### src/rtl/id_ex_stage_if.sv
// ID/EX stage bundle: fetch input, register-file read/writeback ports and ID/EX outputs.
// No latency of its own; it only carries signals.
// The stall_if request travels back to fetch over this bundle.
interface id_ex_stage_if;
  // fetch side
  logic        if_valid;
  logic [31:0] instr;
  logic        flush;
  logic        stall_if;
  // register-file read port
  logic [4:0]  rs;
  logic [4:0]  rt;
  logic [31:0] rs_data;
  logic [31:0] rt_data;
  // register-file write port (writeback stage)
  logic        wb_reg_write;
  logic [4:0]  wb_rd;
  logic [31:0] wb_data;
  // ID/EX pipeline register
  logic        ex_valid;
  logic        ex_reg_write;
  logic        ex_mem_read;
  logic        ex_mem_write;
  logic        ex_alu_src;
  logic        ex_branch;
  logic [2:0]  ex_alu_op;
  logic [31:0] ex_rs_val;
  logic [31:0] ex_rt_val;
  logic [31:0] ex_imm;
  logic [4:0]  ex_dest;
  logic        ex_illegal;

  // environment side: fetch, register file and writeback
  modport master (
    output if_valid, instr, flush, rs_data, rt_data, wb_reg_write, wb_rd, wb_data,
    input  stall_if, rs, rt, ex_valid, ex_reg_write, ex_mem_read, ex_mem_write,
           ex_alu_src, ex_branch, ex_alu_op, ex_rs_val, ex_rt_val, ex_imm, ex_dest,
           ex_illegal
  );

  // decode stage side
  modport slave (
    input  if_valid, instr, flush, rs_data, rt_data, wb_reg_write, wb_rd, wb_data,
    output stall_if, rs, rt, ex_valid, ex_reg_write, ex_mem_read, ex_mem_write,
           ex_alu_src, ex_branch, ex_alu_op, ex_rs_val, ex_rt_val, ex_imm, ex_dest,
           ex_illegal
  );
endinterface

### src/rtl/id_ex_stage.sv
// Decode stage: decodes instr, reads operands (with writeback bypass) into the ID/EX register.
// Latency: one clk edge from instr to ex_* outputs; rs/rt/stall_if are combinational.
// Backpressure: a load-use hazard raises stall_if for one cycle and inserts one bubble.
module id_ex_stage #(
  parameter int unsigned WB_BYPASS = 1
) (
  input  logic clk,
  input  logic rst_n,
  id_ex_stage_if.slave io
);

  localparam logic [2:0] ALU_ADD = 3'd0;
  localparam logic [2:0] ALU_SUB = 3'd1;
  localparam logic [2:0] ALU_AND = 3'd2;
  localparam logic [2:0] ALU_OR  = 3'd3;
  localparam logic [2:0] ALU_SLT = 3'd4;

  typedef enum logic {RUN = 1'b0, LU_STALL = 1'b1} state_t;

  state_t state, state_nxt;

  logic [5:0]  opcode;
  logic [5:0]  funct;
  logic [4:0]  rs_a;
  logic [4:0]  rt_a;
  logic [4:0]  rd_a;
  logic [15:0] imm16;

  logic        d_ok;
  logic [2:0]  d_op;
  logic        d_rw;
  logic        d_mr;
  logic        d_mw;
  logic        d_as;
  logic        d_br;
  logic [4:0]  d_dest;
  logic        d_use_rt;
  logic        d_zext;
  logic [31:0] d_imm;

  logic        is_nop;
  logic        cur_valid;
  logic        hazard;
  logic        issue;
  logic        set_illegal;
  logic        stall;
  logic [31:0] rs_val;
  logic [31:0] rt_val;

  assign opcode = io.instr[31:26];
  assign rs_a   = io.instr[25:21];
  assign rt_a   = io.instr[20:16];
  assign rd_a   = io.instr[15:11];
  assign imm16  = io.instr[15:0];
  assign funct  = io.instr[5:0];
  assign is_nop = (io.instr == 32'd0);

  assign io.rs = rs_a;
  assign io.rt = rt_a;

  // Instruction decode: control bits, destination and which sources are read.
  always_comb begin
    d_ok     = 1'b0;
    d_op     = ALU_ADD;
    d_rw     = 1'b0;
    d_mr     = 1'b0;
    d_mw     = 1'b0;
    d_as     = 1'b0;
    d_br     = 1'b0;
    d_dest   = 5'd0;
    d_use_rt = 1'b0;
    d_zext   = 1'b0;
    case (opcode)
      6'h00: begin
        case (funct)
          6'h20: begin d_ok = 1'b1; d_op = ALU_ADD; end
          6'h22: begin d_ok = 1'b1; d_op = ALU_SUB; end
          6'h24: begin d_ok = 1'b1; d_op = ALU_AND; end
          6'h25: begin d_ok = 1'b1; d_op = ALU_OR;  end
          6'h2A: begin d_ok = 1'b1; d_op = ALU_SLT; end
          default: d_ok = 1'b0;
        endcase
        if (d_ok) begin
          d_rw     = 1'b1;
          d_dest   = rd_a;
          d_use_rt = 1'b1;
        end
      end
      6'h08: begin d_ok = 1'b1; d_op = ALU_ADD; d_rw = 1'b1; d_as = 1'b1; d_dest = rt_a; end
      6'h0C: begin d_ok = 1'b1; d_op = ALU_AND; d_rw = 1'b1; d_as = 1'b1; d_dest = rt_a; d_zext = 1'b1; end
      6'h0D: begin d_ok = 1'b1; d_op = ALU_OR;  d_rw = 1'b1; d_as = 1'b1; d_dest = rt_a; d_zext = 1'b1; end
      6'h23: begin d_ok = 1'b1; d_op = ALU_ADD; d_rw = 1'b1; d_mr = 1'b1; d_as = 1'b1; d_dest = rt_a; end
      6'h2B: begin d_ok = 1'b1; d_op = ALU_ADD; d_mw = 1'b1; d_as = 1'b1; d_use_rt = 1'b1; end
      6'h04: begin d_ok = 1'b1; d_op = ALU_SUB; d_br = 1'b1; d_use_rt = 1'b1; end
      default: d_ok = 1'b0;
    endcase
  end

  // Logical immediates zero-extend; everything else sign-extends.
  assign d_imm = d_zext ? {16'd0, imm16} : {{16{imm16[15]}}, imm16};

  // Load-use detection: a load sitting in EX whose result the current instruction reads.
  assign cur_valid   = io.if_valid & d_ok;
  assign hazard      = cur_valid & io.ex_valid & io.ex_mem_read & (io.ex_dest != 5'd0) &
                       ((io.ex_dest == rs_a) | (d_use_rt & (io.ex_dest == rt_a)));
  assign set_illegal = io.if_valid & ~d_ok & ~is_nop & ~io.flush;

  // Operand read with same-cycle writeback bypass; x0 is never bypassed.
  always_comb begin
    rs_val = io.rs_data;
    rt_val = io.rt_data;
    if (WB_BYPASS != 0) begin
      if (io.wb_reg_write && (io.wb_rd != 5'd0) && (io.wb_rd == rs_a)) rs_val = io.wb_data;
      if (io.wb_reg_write && (io.wb_rd != 5'd0) && (io.wb_rd == rt_a)) rt_val = io.wb_data;
    end
  end

  // Stall FSM state register.
  always_ff @(posedge clk or negedge rst_n) begin
    if (!rst_n) state <= RUN;
    else        state <= state_nxt;
  end

  // Stall FSM next state and issue/stall decisions; flush overrides everything.
  always_comb begin
    state_nxt = state;
    stall     = 1'b0;
    issue     = cur_valid;
    if (io.flush) begin
      state_nxt = RUN;
      issue     = 1'b0;
    end else begin
      case (state)
        RUN: begin
          if (hazard) begin
            state_nxt = LU_STALL;
            stall     = 1'b1;
            issue     = 1'b0;
          end
        end
        LU_STALL: state_nxt = RUN;
        default:  state_nxt = RUN;
      endcase
    end
  end

  assign io.stall_if = stall;

  // ID/EX pipeline register: load the decoded instruction or a fully cleared bubble.
  always_ff @(posedge clk or negedge rst_n) begin
    if (!rst_n) begin
      io.ex_valid     <= 1'b0;
      io.ex_reg_write <= 1'b0;
      io.ex_mem_read  <= 1'b0;
      io.ex_mem_write <= 1'b0;
      io.ex_alu_src   <= 1'b0;
      io.ex_branch    <= 1'b0;
      io.ex_alu_op    <= 3'd0;
      io.ex_rs_val    <= 32'd0;
      io.ex_rt_val    <= 32'd0;
      io.ex_imm       <= 32'd0;
      io.ex_dest      <= 5'd0;
    end else if (issue) begin
      io.ex_valid     <= 1'b1;
      io.ex_reg_write <= d_rw;
      io.ex_mem_read  <= d_mr;
      io.ex_mem_write <= d_mw;
      io.ex_alu_src   <= d_as;
      io.ex_branch    <= d_br;
      io.ex_alu_op    <= d_op;
      io.ex_rs_val    <= rs_val;
      io.ex_rt_val    <= rt_val;
      io.ex_imm       <= d_imm;
      io.ex_dest      <= d_dest;
    end else begin
      io.ex_valid     <= 1'b0;
      io.ex_reg_write <= 1'b0;
      io.ex_mem_read  <= 1'b0;
      io.ex_mem_write <= 1'b0;
      io.ex_alu_src   <= 1'b0;
      io.ex_branch    <= 1'b0;
      io.ex_alu_op    <= 3'd0;
      io.ex_rs_val    <= 32'd0;
      io.ex_rt_val    <= 32'd0;
      io.ex_imm       <= 32'd0;
      io.ex_dest      <= 5'd0;
    end
  end

  // Sticky illegal-opcode flag, cleared only by reset.
  always_ff @(posedge clk or negedge rst_n) begin
    if (!rst_n) io.ex_illegal <= 1'b0;
    else        io.ex_illegal <= io.ex_illegal | set_illegal;
  end

endmodule

### src/flat_wrapper.sv
// flat-port wrapper written by rule: the top's interface ports become plain ports
module id_ex_stage_flat 
#(
  parameter int unsigned WB_BYPASS = 1
)
  (clk, rst_n, io_if_valid, io_instr, io_flush, io_rs_data, io_rt_data, io_wb_reg_write, io_wb_rd, io_wb_data, io_stall_if, io_rs, io_rt, io_ex_valid, io_ex_reg_write, io_ex_mem_read, io_ex_mem_write, io_ex_alu_src, io_ex_branch, io_ex_alu_op, io_ex_rs_val, io_ex_rt_val, io_ex_imm, io_ex_dest, io_ex_illegal);
  id_ex_stage_if io_i ();
  input  logic clk;
  input  logic rst_n;
  input wire logic [$bits(io_i.if_valid)-1:0] io_if_valid;
  input wire logic [$bits(io_i.instr)-1:0] io_instr;
  input wire logic [$bits(io_i.flush)-1:0] io_flush;
  input wire logic [$bits(io_i.rs_data)-1:0] io_rs_data;
  input wire logic [$bits(io_i.rt_data)-1:0] io_rt_data;
  input wire logic [$bits(io_i.wb_reg_write)-1:0] io_wb_reg_write;
  input wire logic [$bits(io_i.wb_rd)-1:0] io_wb_rd;
  input wire logic [$bits(io_i.wb_data)-1:0] io_wb_data;
  output wire logic [$bits(io_i.stall_if)-1:0] io_stall_if;
  output wire logic [$bits(io_i.rs)-1:0] io_rs;
  output wire logic [$bits(io_i.rt)-1:0] io_rt;
  output wire logic [$bits(io_i.ex_valid)-1:0] io_ex_valid;
  output wire logic [$bits(io_i.ex_reg_write)-1:0] io_ex_reg_write;
  output wire logic [$bits(io_i.ex_mem_read)-1:0] io_ex_mem_read;
  output wire logic [$bits(io_i.ex_mem_write)-1:0] io_ex_mem_write;
  output wire logic [$bits(io_i.ex_alu_src)-1:0] io_ex_alu_src;
  output wire logic [$bits(io_i.ex_branch)-1:0] io_ex_branch;
  output wire logic [$bits(io_i.ex_alu_op)-1:0] io_ex_alu_op;
  output wire logic [$bits(io_i.ex_rs_val)-1:0] io_ex_rs_val;
  output wire logic [$bits(io_i.ex_rt_val)-1:0] io_ex_rt_val;
  output wire logic [$bits(io_i.ex_imm)-1:0] io_ex_imm;
  output wire logic [$bits(io_i.ex_dest)-1:0] io_ex_dest;
  output wire logic [$bits(io_i.ex_illegal)-1:0] io_ex_illegal;
  assign io_i.if_valid = io_if_valid;
  assign io_i.instr = io_instr;
  assign io_i.flush = io_flush;
  assign io_i.rs_data = io_rs_data;
  assign io_i.rt_data = io_rt_data;
  assign io_i.wb_reg_write = io_wb_reg_write;
  assign io_i.wb_rd = io_wb_rd;
  assign io_i.wb_data = io_wb_data;
  assign io_stall_if = io_i.stall_if;
  assign io_rs = io_i.rs;
  assign io_rt = io_i.rt;
  assign io_ex_valid = io_i.ex_valid;
  assign io_ex_reg_write = io_i.ex_reg_write;
  assign io_ex_mem_read = io_i.ex_mem_read;
  assign io_ex_mem_write = io_i.ex_mem_write;
  assign io_ex_alu_src = io_i.ex_alu_src;
  assign io_ex_branch = io_i.ex_branch;
  assign io_ex_alu_op = io_i.ex_alu_op;
  assign io_ex_rs_val = io_i.ex_rs_val;
  assign io_ex_rt_val = io_i.ex_rt_val;
  assign io_ex_imm = io_i.ex_imm;
  assign io_ex_dest = io_i.ex_dest;
  assign io_ex_illegal = io_i.ex_illegal;
  id_ex_stage #(.WB_BYPASS(WB_BYPASS)) u_core (.clk(clk), .rst_n(rst_n), .io(io_i));
endmodule
### config.mk
export PLATFORM = sky130hd
export DESIGN_NAME = id_ex_stage_flat
export DESIGN_NICKNAME = d
export VERILOG_FILES = /design/src/rtl/id_ex_stage_if.sv /design/src/rtl/id_ex_stage.sv /design/src/flat_wrapper.sv
export SDC_FILE = /design/constraint.sdc
export NUM_CORES = 1
export LEC_CHECK = 0
export ABC_AREA = 1
export BUFFER_PORTS_ARGS = -buffer_cell sky130_fd_sc_hd__buf_2
export CAP_MARGIN = 0
export CORE_UTILIZATION = 40
export DETAILED_ROUTE_END_ITERATION = 6
export GPL_TIMING_DRIVEN = 0
export PLACE_DENSITY_LB_ADDON = 0.25
export SLEW_MARGIN = 15
export SYNTH_ARGS = -nofsm -noshare
export SYNTH_HDL_FRONTEND = slang
export SYNTH_SLANG_ARGS = --single-unit
### constraint.sdc
create_clock -name clk -period 4.1 [get_ports clk]
set_input_delay 0.615 -clock clk [delete_from_list [all_inputs] [get_ports clk]]
set_output_delay 0.615 -clock clk [all_outputs]
set_load 0.005 [all_outputs]
# ---- Yosys cells after proc, flatten, opt, wreduce, memory -nomap -nowiden
# Cells that the tools add are included.
dict set report totals {
  register_bits 112
  in_bits 138
  output_inout_bits 122
}
dict set report op_classes {
  eq_ne 15
  mux 37
  n_bitwise 15
  n_reduce_logical 13
}
# operator count
set op_table {}
lappend op_table {{$mux 32} 6}
lappend op_table {{$eq 6x6->1 const B} 7}
lappend op_table {{$logic_not 32->1} 1}
lappend op_table {{$pmux 3 s4} 2}
lappend op_table {{$mux 1} 21}
lappend op_table {{$eq 5x5->1} 4}
lappend op_table {{$eq 6x4->1 const B} 3}
lappend op_table {{$mux 5} 2}
lappend op_table {{$pmux 5 s2} 1}
lappend op_table {{$reduce_bool 5->1} 2}
lappend op_table {{$reduce_or 5->1} 2}
lappend op_table {{$and 1x1->1} 9}
lappend op_table {{$pmux 1 s2} 4}
lappend op_table {{$eq 6x3->1 const B} 1}
lappend op_table {{$logic_not 6->1} 1}
lappend op_table {{$reduce_or 6->1} 1}
lappend op_table {{$not 1->1} 4}
lappend op_table {{$reduce_or 2->1} 2}
lappend op_table {{$reduce_or 4->1} 1}
lappend op_table {{$logic_and 1x1->1} 3}
lappend op_table {{$mux 3} 1}
lappend op_table {{$or 1x1->1} 2}

# ---- Depth between registers and ports, before layout
# Gate-level depths: netlist of the first run.
dict set report logic_depth {
  ltp_word 14
  mapped_depth 14
  depth_no_buf 12
}

# ---- Worst setup path before layout of the first run
# Ideal clock, no wire load.
dict set report synth_path {
  kind {input port to output port}
  startpoint {input port io_instr[31]}
  endpoint {output port io_stall_if}
  arrival_time_ps 1526
  path_slack_ps 1959
  stages 10
  cell_sequence {nor2_2 > and2_4 > nand2_1 > inv_2 > o21ai_4 > nand2_2 > nand2_2 > nor2_2 > nand2_2 > nor2_1}
}
dict set report synth_between {
  elab_chain_len 11
}
# item line_no
set synth_lines {}
lappend synth_lines {{start: declaration} flat_wrapper.sv:11} ;# input wire logic [$bits(io_i.instr)-1:0] io_instr;
lappend synth_lines {{$eq 6x4->1 (tied with other cells)} id_ex_stage.sv:73} ;# case (opcode)
lappend synth_lines {{$reduce_or 6->1 (no source line)} --}
lappend synth_lines {{$pmux 1 s2} id_ex_stage.sv:73}
lappend synth_lines {{$and 1x1->1} id_ex_stage.sv:103} ;# assign cur_valid = io.if_valid & d_ok;
lappend synth_lines {{$and 1x1->1 (3 in a row)} id_ex_stage.sv:104} ;# assign hazard = cur_valid & io.ex_valid & io.ex_mem_read & (io.ex_dest != 5'd0) &
lappend synth_lines {{$and 1x1->1 *} id_ex_stage.sv:104}
lappend synth_lines {{$mux 1 *} id_ex_stage.sv:135} ;# if (hazard) begin
lappend synth_lines {{$mux 1 *} id_ex_stage.sv:133} ;# case (state)
lappend synth_lines {{$mux 1 *} id_ex_stage.sv:129} ;# if (io.flush) begin
lappend synth_lines {{end: declaration} flat_wrapper.sv:18} ;# output wire logic [$bits(io_i.stall_if)-1:0] io_stall_if;
# Mark *: on every way between the ends. The rest lies on a longest branch, timed or not.

# ---- Final worst setup path of the first run
# Same ends and word-level chain as after synthesis.

==> results by group, run 1 <==
Outcome
  – Status: finished, final reports clean

Logic synthesis
  – Synth Cell Area: 5160 µm²
  – Number of flops mapped to enable cells by yosys: 0
  – Leading register cell type out of synthesis: dfrtp_1
  – Average footprint of a synthesized cell: 8.36 µm²
  – Area contributors post-synth: dfrtp_1 47%, inv_1 9.4%, nor2_4 8.3%
  – Commonest cells in the synthesized netlist: 129 x inv_1, 97 x dfrtp_1, 94 x nand2_1
  – Post-synth ARST share: 100%
  – Cell variety after synth: 32
  – Post-synthesis register bit count: 97
  – Post-synthesis cell count: 618
  – Share of the synthesized area in the top cell type: 47.0%
  – Most common cell in the netlist: inv_1
  – Register area share after synthesis: 47.0%
  – Leading area contributor after synthesis: dfrtp_1
  – Syn_nets: 756
  – Number of synthesis warnings: 0

STA
  – Final Critical Period: 2510 ps
  – Fin Setup TNS: 0 ps
  – Worst slew pin tran: 496 ps
  – Relative max-transition margin: 66.7%
  – Clock skew after layout: 6.94 ps
  – Setup-failing EPs final: 0
  – Max-slew violation count: 0
  – Hold violation total from the final report: 0
  – Achievable clock frequency: 398 MHz
  – Portion of the clock cycle consumed by the worst path in the final layout: 61.3%
  – RSZ-0062 raised after global routing: no

Worst setup path
  – Kind of start point of the critical path: input port
  – Critical-path cell list: buf_2 -> nor2_2 -> and2_4 -> nand2_1 -> inv_2 -> o21ai_4 -> nand2_2 -> nand2_2 -> nor2_2 -> nand2_2 -> nor2_1 -> buf_2
  – Data arrival time of the critical path: 1900 ps
  – Critical path peak fanout: 8
  – Maximum cell stage delay along the critical path: 180 ps
  – Cell with the largest stage delay on the worst path: and2_4
  – Class of the most critical setup path: input port to output port
  – Worst path bufs/invs: 3
  – Kind of cell with the highest combined delay on the critical path: simple AND/OR/NAND/NOR gates
  – WP data required: 3480 ps
  – Endpoint class of the critical path: output port
  – Most frequent cell on the critical path: nand2_2

Placement
  – Number of instances in the placed design: 1,050
  – Final RePlAce weighted congestion: 0.840
  – Half-perimeter wire length of the detailed placement result: 10,600 µm
  – # port buffers: 259

Global route
  – Most Used Layer, Global Route: met2
  – Met3 global-route usage: 6.12%
  – Via count of the first global-routing pass: 4,284
  – Global routing usage on met1: 26.8%
  – Number of antenna violations at the first check in global routing: 0
  – Global-route wire length before repair: 21,000 µm
  – Maximum number of pins on one net before global-route repair: 57
  – Grt met2 use: 33.9%
  – Overall Global Routing Usage: 20.8%
  – Total grt overflow: 0

Drt
  – Initial DRC count: 225
  – Routed WL: 13,400 µm
  – Routed WL per cell: 12.6 µm
  – Number of remaining DRC errors: 0
  – Via count normalized by instance count: 4.31
  – Drt first pass iters: 6
  – Count of nets left with antenna violations after detail routing: 0
  – Vias post-DR: 4,594

Clock tree
  – Num Clock Sinks: 97
  – Number of buffers inserted for hold repair after clock tree synthesis: 0
  – Post-CTS setup buffers: 0
  – Number of buffers created by CTS: 9
  – Number of instances resized during post-cts repair: 0
  – Max Buffers Root-to-Sink: 2
  – Htree depth: 3
  – Clock insertion delay at the later pin of the skew report: 350 ps
  – Clk pin slew, worst setup/hold paths: 70 ps
  – Cell at the root of the clock tree: clkbuf_16
  – Clock tree from TritonCTS: done

Die
  – Starting density of the core: 40.9%
  – Number of standard-cell rows in the floorplan: 41
  – X dimension of the die: 116 µm
  – Count of pins on the block boundary: 260
  – Die span in y: 116 µm
  – Die area: 13,400 µm²
  – Total core area: 12,600 µm²

Finish
  – Number of nets at the end of the flow: 1,027
  – Count of antenna diodes in the layout: 0
  – Area growth from synthesis to layout: 35.3%
  – Post-route insts no fill: 1,066
  – Share of cells above drive strength 1: 42.4%
  – Filler Cell Count: 1,252

Min path
  – Min-Delay Path Class: input port to asynchronous set/reset pin

Power
  – Leakage power: 4.35 nW
  – Maximum resistive drop on vdd: 0.159 mV
  – P per Cell Area: 292 nW/µm²

Flow run
  – Max Cap Viol: 0
-- stage by stage --
| stage | hold slack [ps] | power (mW) | util [%] | setup slack (ps) | cell area [µm²] |
|---|---|---|---|---|---|
| 2_1_floorplan | 319 | 1.11 | - | 1960 | 5160 |
| 6_report | 168 | 2.04 | 55.4 | 1590 | 6990 |
| 4_1_cts | 176 | 2.07 | 55.4 | 1580 | 6990 |
| 5_1_grt | 190 | 2.14 | 55.4 | 1430 | 6990 |
| 3_3_place_gp | 460 | 1.25 | 52.9 | 1400 | 6680 |
| 3_5_place_dp | 461 | 1.25 | 53.2 | 1590 | 6710 |
-- power by group --
| group | internal, mW | switching [mW] |
|---|---|---|
| clock network | 0.421 | 0.388 |
| registers | 0.964 | 0.00231 |
| logic | 0.116 | 0.149 |
-- cells by family after synthesis --
kind of cell	after synthesis	synth area share (%)
AOI/OAI and AO/OA	76	7.73
DFF	97	47.0
xor gates and xnor gates	15	2.54
buffers and inverters	180	16.9
and+or+nand+nor	250	25.9
-- layout by cell type (no fill, tap or decap), types with 4 or more instances in the layout --
cell type and count:
dfrtp_1 97, nor4_1 5, nand2_1 94, nand3_1 14
buf_4 25, clkbuf_16 9, buf_12 5, inv_2 4
inv_6 4, nor2_2 14, xnor2_1 12, nor2_4 38
buf_2 268, o21ai_0 69, clkbuf_1 7, nor2_1 69
inv_1 129
-- routing by layer --
layer,routed length (µm),vias to the layer above
met4,180,0
li1,-,2349
met5,0,-
met1,5740,2083
met2,6510,148
met3,953,14
-- sequential cells by signal, indices dropped and copies added, names as in the netlist --
name	cells
u_core.io.ex_rs_val	32
u_core.io.ex_rt_val	32
u_core.io.ex_imm	17
u_core.io.ex_dest	5
u_core.io.ex_alu_op	3
u_core.io.ex_alu_src	1
u_core.io.ex_branch	1
u_core.io.ex_illegal	1
u_core.io.ex_mem_read	1
u_core.io.ex_mem_write	1
u_core.io.ex_reg_write	1
u_core.io.ex_valid	1
u_core.state	1
-- layout make-up --
type	instances	area (µm²)	area share (%)
clock buffer	10	229	3.28
clock inverter	6	48.8	0.698
multi-input combinational	341	1870	26.7
timing repair buffer	260	1330	19.0
tap	172	215	3.08
inverter	133	499	7.14
sequential	97	2430	34.7
buffer	47	372	5.32
-- path summary, 6_finish.rpt --
check	startpoint	end	slack, ps	depth (start not counted)
setup / recovery	io_instr[31]	io_stall_if	1590	12
hold / removal	rst_n	u_core.io.ex_rs_val[7]$_DFF_PN0_	170	1
setup reg to reg	u_core.io.ex_dest[0]$_DFF_PN0_	u_core.io.ex_rt_val[29]$_DFF_PN0_	2250	10
hold reg to reg	u_core.io.ex_illegal$_DFF_PN0_	u_core.io.ex_illegal$_DFF_PN0_	480	1
max in group asynchronous	rst_n	u_core.io.ex_rt_val[29]$_DFF_PN0_	3330	2
min in group clk	io_flush	u_core.state$_DFF_PN0_	480	2
(Power assumes the default switching activity.)
==> run 2, diff against run 1 <==
clock period = 2.5 ns   (was 4.1 ns; I/O delays follow)
==> run 2 against run 1 <==
Clock-buffer cell count unchanged; via count is essentially flat; critical path depth down 4; die area did not move; register-to-register slack got worse by 1600 ps; clock power grew 64%; flip-flop and latch count unchanged; worst setup slack got worse by 1300 ps; first-iteration DRC count fell by 5.3%; cell area up 0.14%.
==> results by group, run 2 (synthesis gave the netlist of run 1 again) <==
Outcome
  – Status: finished, final reports clean

Power
  – Leakage power: 4.36 nW
  – Maximum resistive drop on vdd: 0.260 mV
  – P per Cell Area: 478 nW/µm²
  – Clock group share of total power: 39.6%
  – Register share of total power: 47.4%
  – PnR Total Power: 3.35 mW
  – Fraction of power spent switching nets: 26.4%
  – Internal power of the cells: 2.46 mW
  – Switch Pwr: 0.884 mW
  – Combinational Power Share: 13.0%

Finish
  – Count of antenna diodes in the layout: 0
  – Most common library cell in the layout ignoring fill and taps: buf_2
  – Registers with the most flip-flops: u_core.io.ex_rs_val x32, u_core.io.ex_rt_val x32, u_core.io.ex_imm x17
  – Area growth from synthesis to layout: 35.5%
  – Number of nets at the end of the flow: 1,028
  – Share of cells above drive strength 1: 42.3%
  – Post-route insts no fill: 1,067
  – Top library cells by usage in the layout, fill and taps aside: 268 x buf_2, 129 x inv_1, 97 x dfrtp_1

Placement
  – # port buffers: 259
  – Number of instances in the placed design: 1,050
  – Placement-stage worst setup slack: 252 ps
  – Final RePlAce weighted congestion: 0.840
  – Half-perimeter wire length of the detailed placement result: 10,600 µm

Drt
  – Count of nets left with antenna violations after detail routing: 0
  – Routed WL: 13,400 µm
  – Highest metal used: met4
  – Number of remaining DRC errors: 0
  – Detail Route met2 WL: 6510 µm
  – Via count normalized by instance count: 4.31
  – Drt first pass iters: 6
  – Routed length on met3: 924 µm
  – Initial DRC count: 213
  – Vias post-DR: 4,597
  – Post-Route M1 WL: 5770 µm
  – Routed WL per cell: 12.5 µm

STA
  – Fin Setup TNS: 0 ps
  – Achievable clock frequency: 453 MHz
  – Relative max-transition margin: 65.7%
  – Max-slew violation count: 0
  – Final Critical Period: 2210 ps
  – Setup-failing EPs final: 0
  – Worst slew pin tran: 510 ps
  – RSZ-0062 raised after global routing: no
  – Minimum setup slack in the final design: 291 ps
  – Clock skew after layout: 6.92 ps
  – Hold violation total from the final report: 0
  – Portion of the clock cycle consumed by the worst path in the final layout: 88.3%
  – Fin Hold WS: 235 ps

Clock tree
  – Clk pin slew, worst setup/hold paths: 70 ps
  – Htree depth: 3
  – Post-CTS setup buffers: 0
  – Clock insertion delay at the later pin of the skew report: 350 ps
  – Cell at the root of the clock tree: clkbuf_16
  – Number of buffers created by CTS: 9
  – Number of instances resized during post-cts repair: 0
  – Num Clock Sinks: 97
  – Max Buffers Root-to-Sink: 2
  – Clock tree from TritonCTS: done

Worst setup path
  – WP data required: 2120 ps
  – Kind of start point of the critical path: register
  – Data arrival time of the critical path: 1830 ps
  – Endpoint class of the critical path: output port
  – Class of the most critical setup path: register to output port
  – Critical path peak fanout: 4

Global route
  – Global-route wire length before repair: 21,000 µm
  – Total grt overflow: 0
  – Number of antenna violations at the first check in global routing: 0
  – Via count of the first global-routing pass: 4,284
  – Overall Global Routing Usage: 20.8%
  – Maximum number of pins on one net before global-route repair: 57

Die
  – Count of pins on the block boundary: 260
  – Total core area: 12,600 µm²
  – Die span in y: 116 µm
  – Starting density of the core: 40.9%
  – X dimension of the die: 116 µm
  – Die area: 13,400 µm²
  – Number of standard-cell rows in the floorplan: 41

Min path
  – Min-Delay Path Class: input port to register

Flow run
  – Max Cap Viol: 0
[run 2: cell count changes in the layout (fill, tap and decap cells not counted), sizes merged]
cell	delta
dlygate4sd3	+1
[run 2: layout make-up]
cell class,count,area (µm²)
Sequential cell,97,2430
Clock buffer,10,229
Timing Repair Buffer,261,1340
Tap cell,172,215
Buffer,47,372
Fill cell,1253,5620
Clock inverter,6,48.8
Inverter,133,499
Multi-Input combinational cell,341,1870
[run 2: what timing repair did]
action                     CTS  global route
hold endpoints to repair    41             0
setup endpoints to repair    0             0
hold buffers                 1             0
[run 2: power groups by stage]
stage / logic [mW] / registers, mW / clock network, mW
CTS: 0.442 / 1.59 / 1.36
global placement: 0.430 / 1.62 / 0
detailed placement: 0.440 / 1.62 / 0
finish: 0.436 / 1.59 / 1.33
global route: 0.497 / 1.59 / 1.42
floorplan: 0.209 / 1.62 / 0
[run 2: worst paths after layout]
check	from	end	slack (ps)	depth (start not counted)
max in group asynchronous	rst_n	u_core.io.ex_rt_val[29]$_DFF_PN0_	1390	3
worst min-delay path	io_flush	u_core.state$_DFF_PN0_	240	2
worst max register to register	u_core.io.ex_dest[0]$_DFF_PN0_	u_core.io.ex_rt_val[29]$_DFF_PN0_	650	10
worst min register to register	u_core.io.ex_illegal$_DFF_PN0_	u_core.io.ex_illegal$_DFF_PN0_	480	1
min in group asynchronous	rst_n	u_core.io.ex_rs_val[7]$_DFF_PN0_	510	2
worst max-delay path	u_core.io.ex_dest[0]$_DFF_PN0_	io_stall_if	290	8
[run 2: routing by layer]
| layer | track usage (%) | up-vias |
|---|---|---|
| li1 | - | 2352 |
| met1 | 26.8 | 2085 |
| met5 | 0 | - |
| met2 | 33.9 | 146 |
| met4 | 5.98 | 0 |
| met3 | 6.12 | 14 |
[run 2: critical path, cell delays in order (launching register included)]
cell	delay [ps]
dfrtp_1	390
inv_1	110
nor2_1	50
nor4b_1	370
nand3_1	130
nand2_1	100
nand2_2	80
nor2_1	110
buf_2	130
[run 2: stage by stage]
step | util, % | cell area (µm²)
after global routing | 55.5 | 7000
after detailed placement | 53.2 | 6710
final | 55.5 | 7000
after global placement | 52.9 | 6680
after floorplan | - | 5160
after CTS | 55.5 | 7000
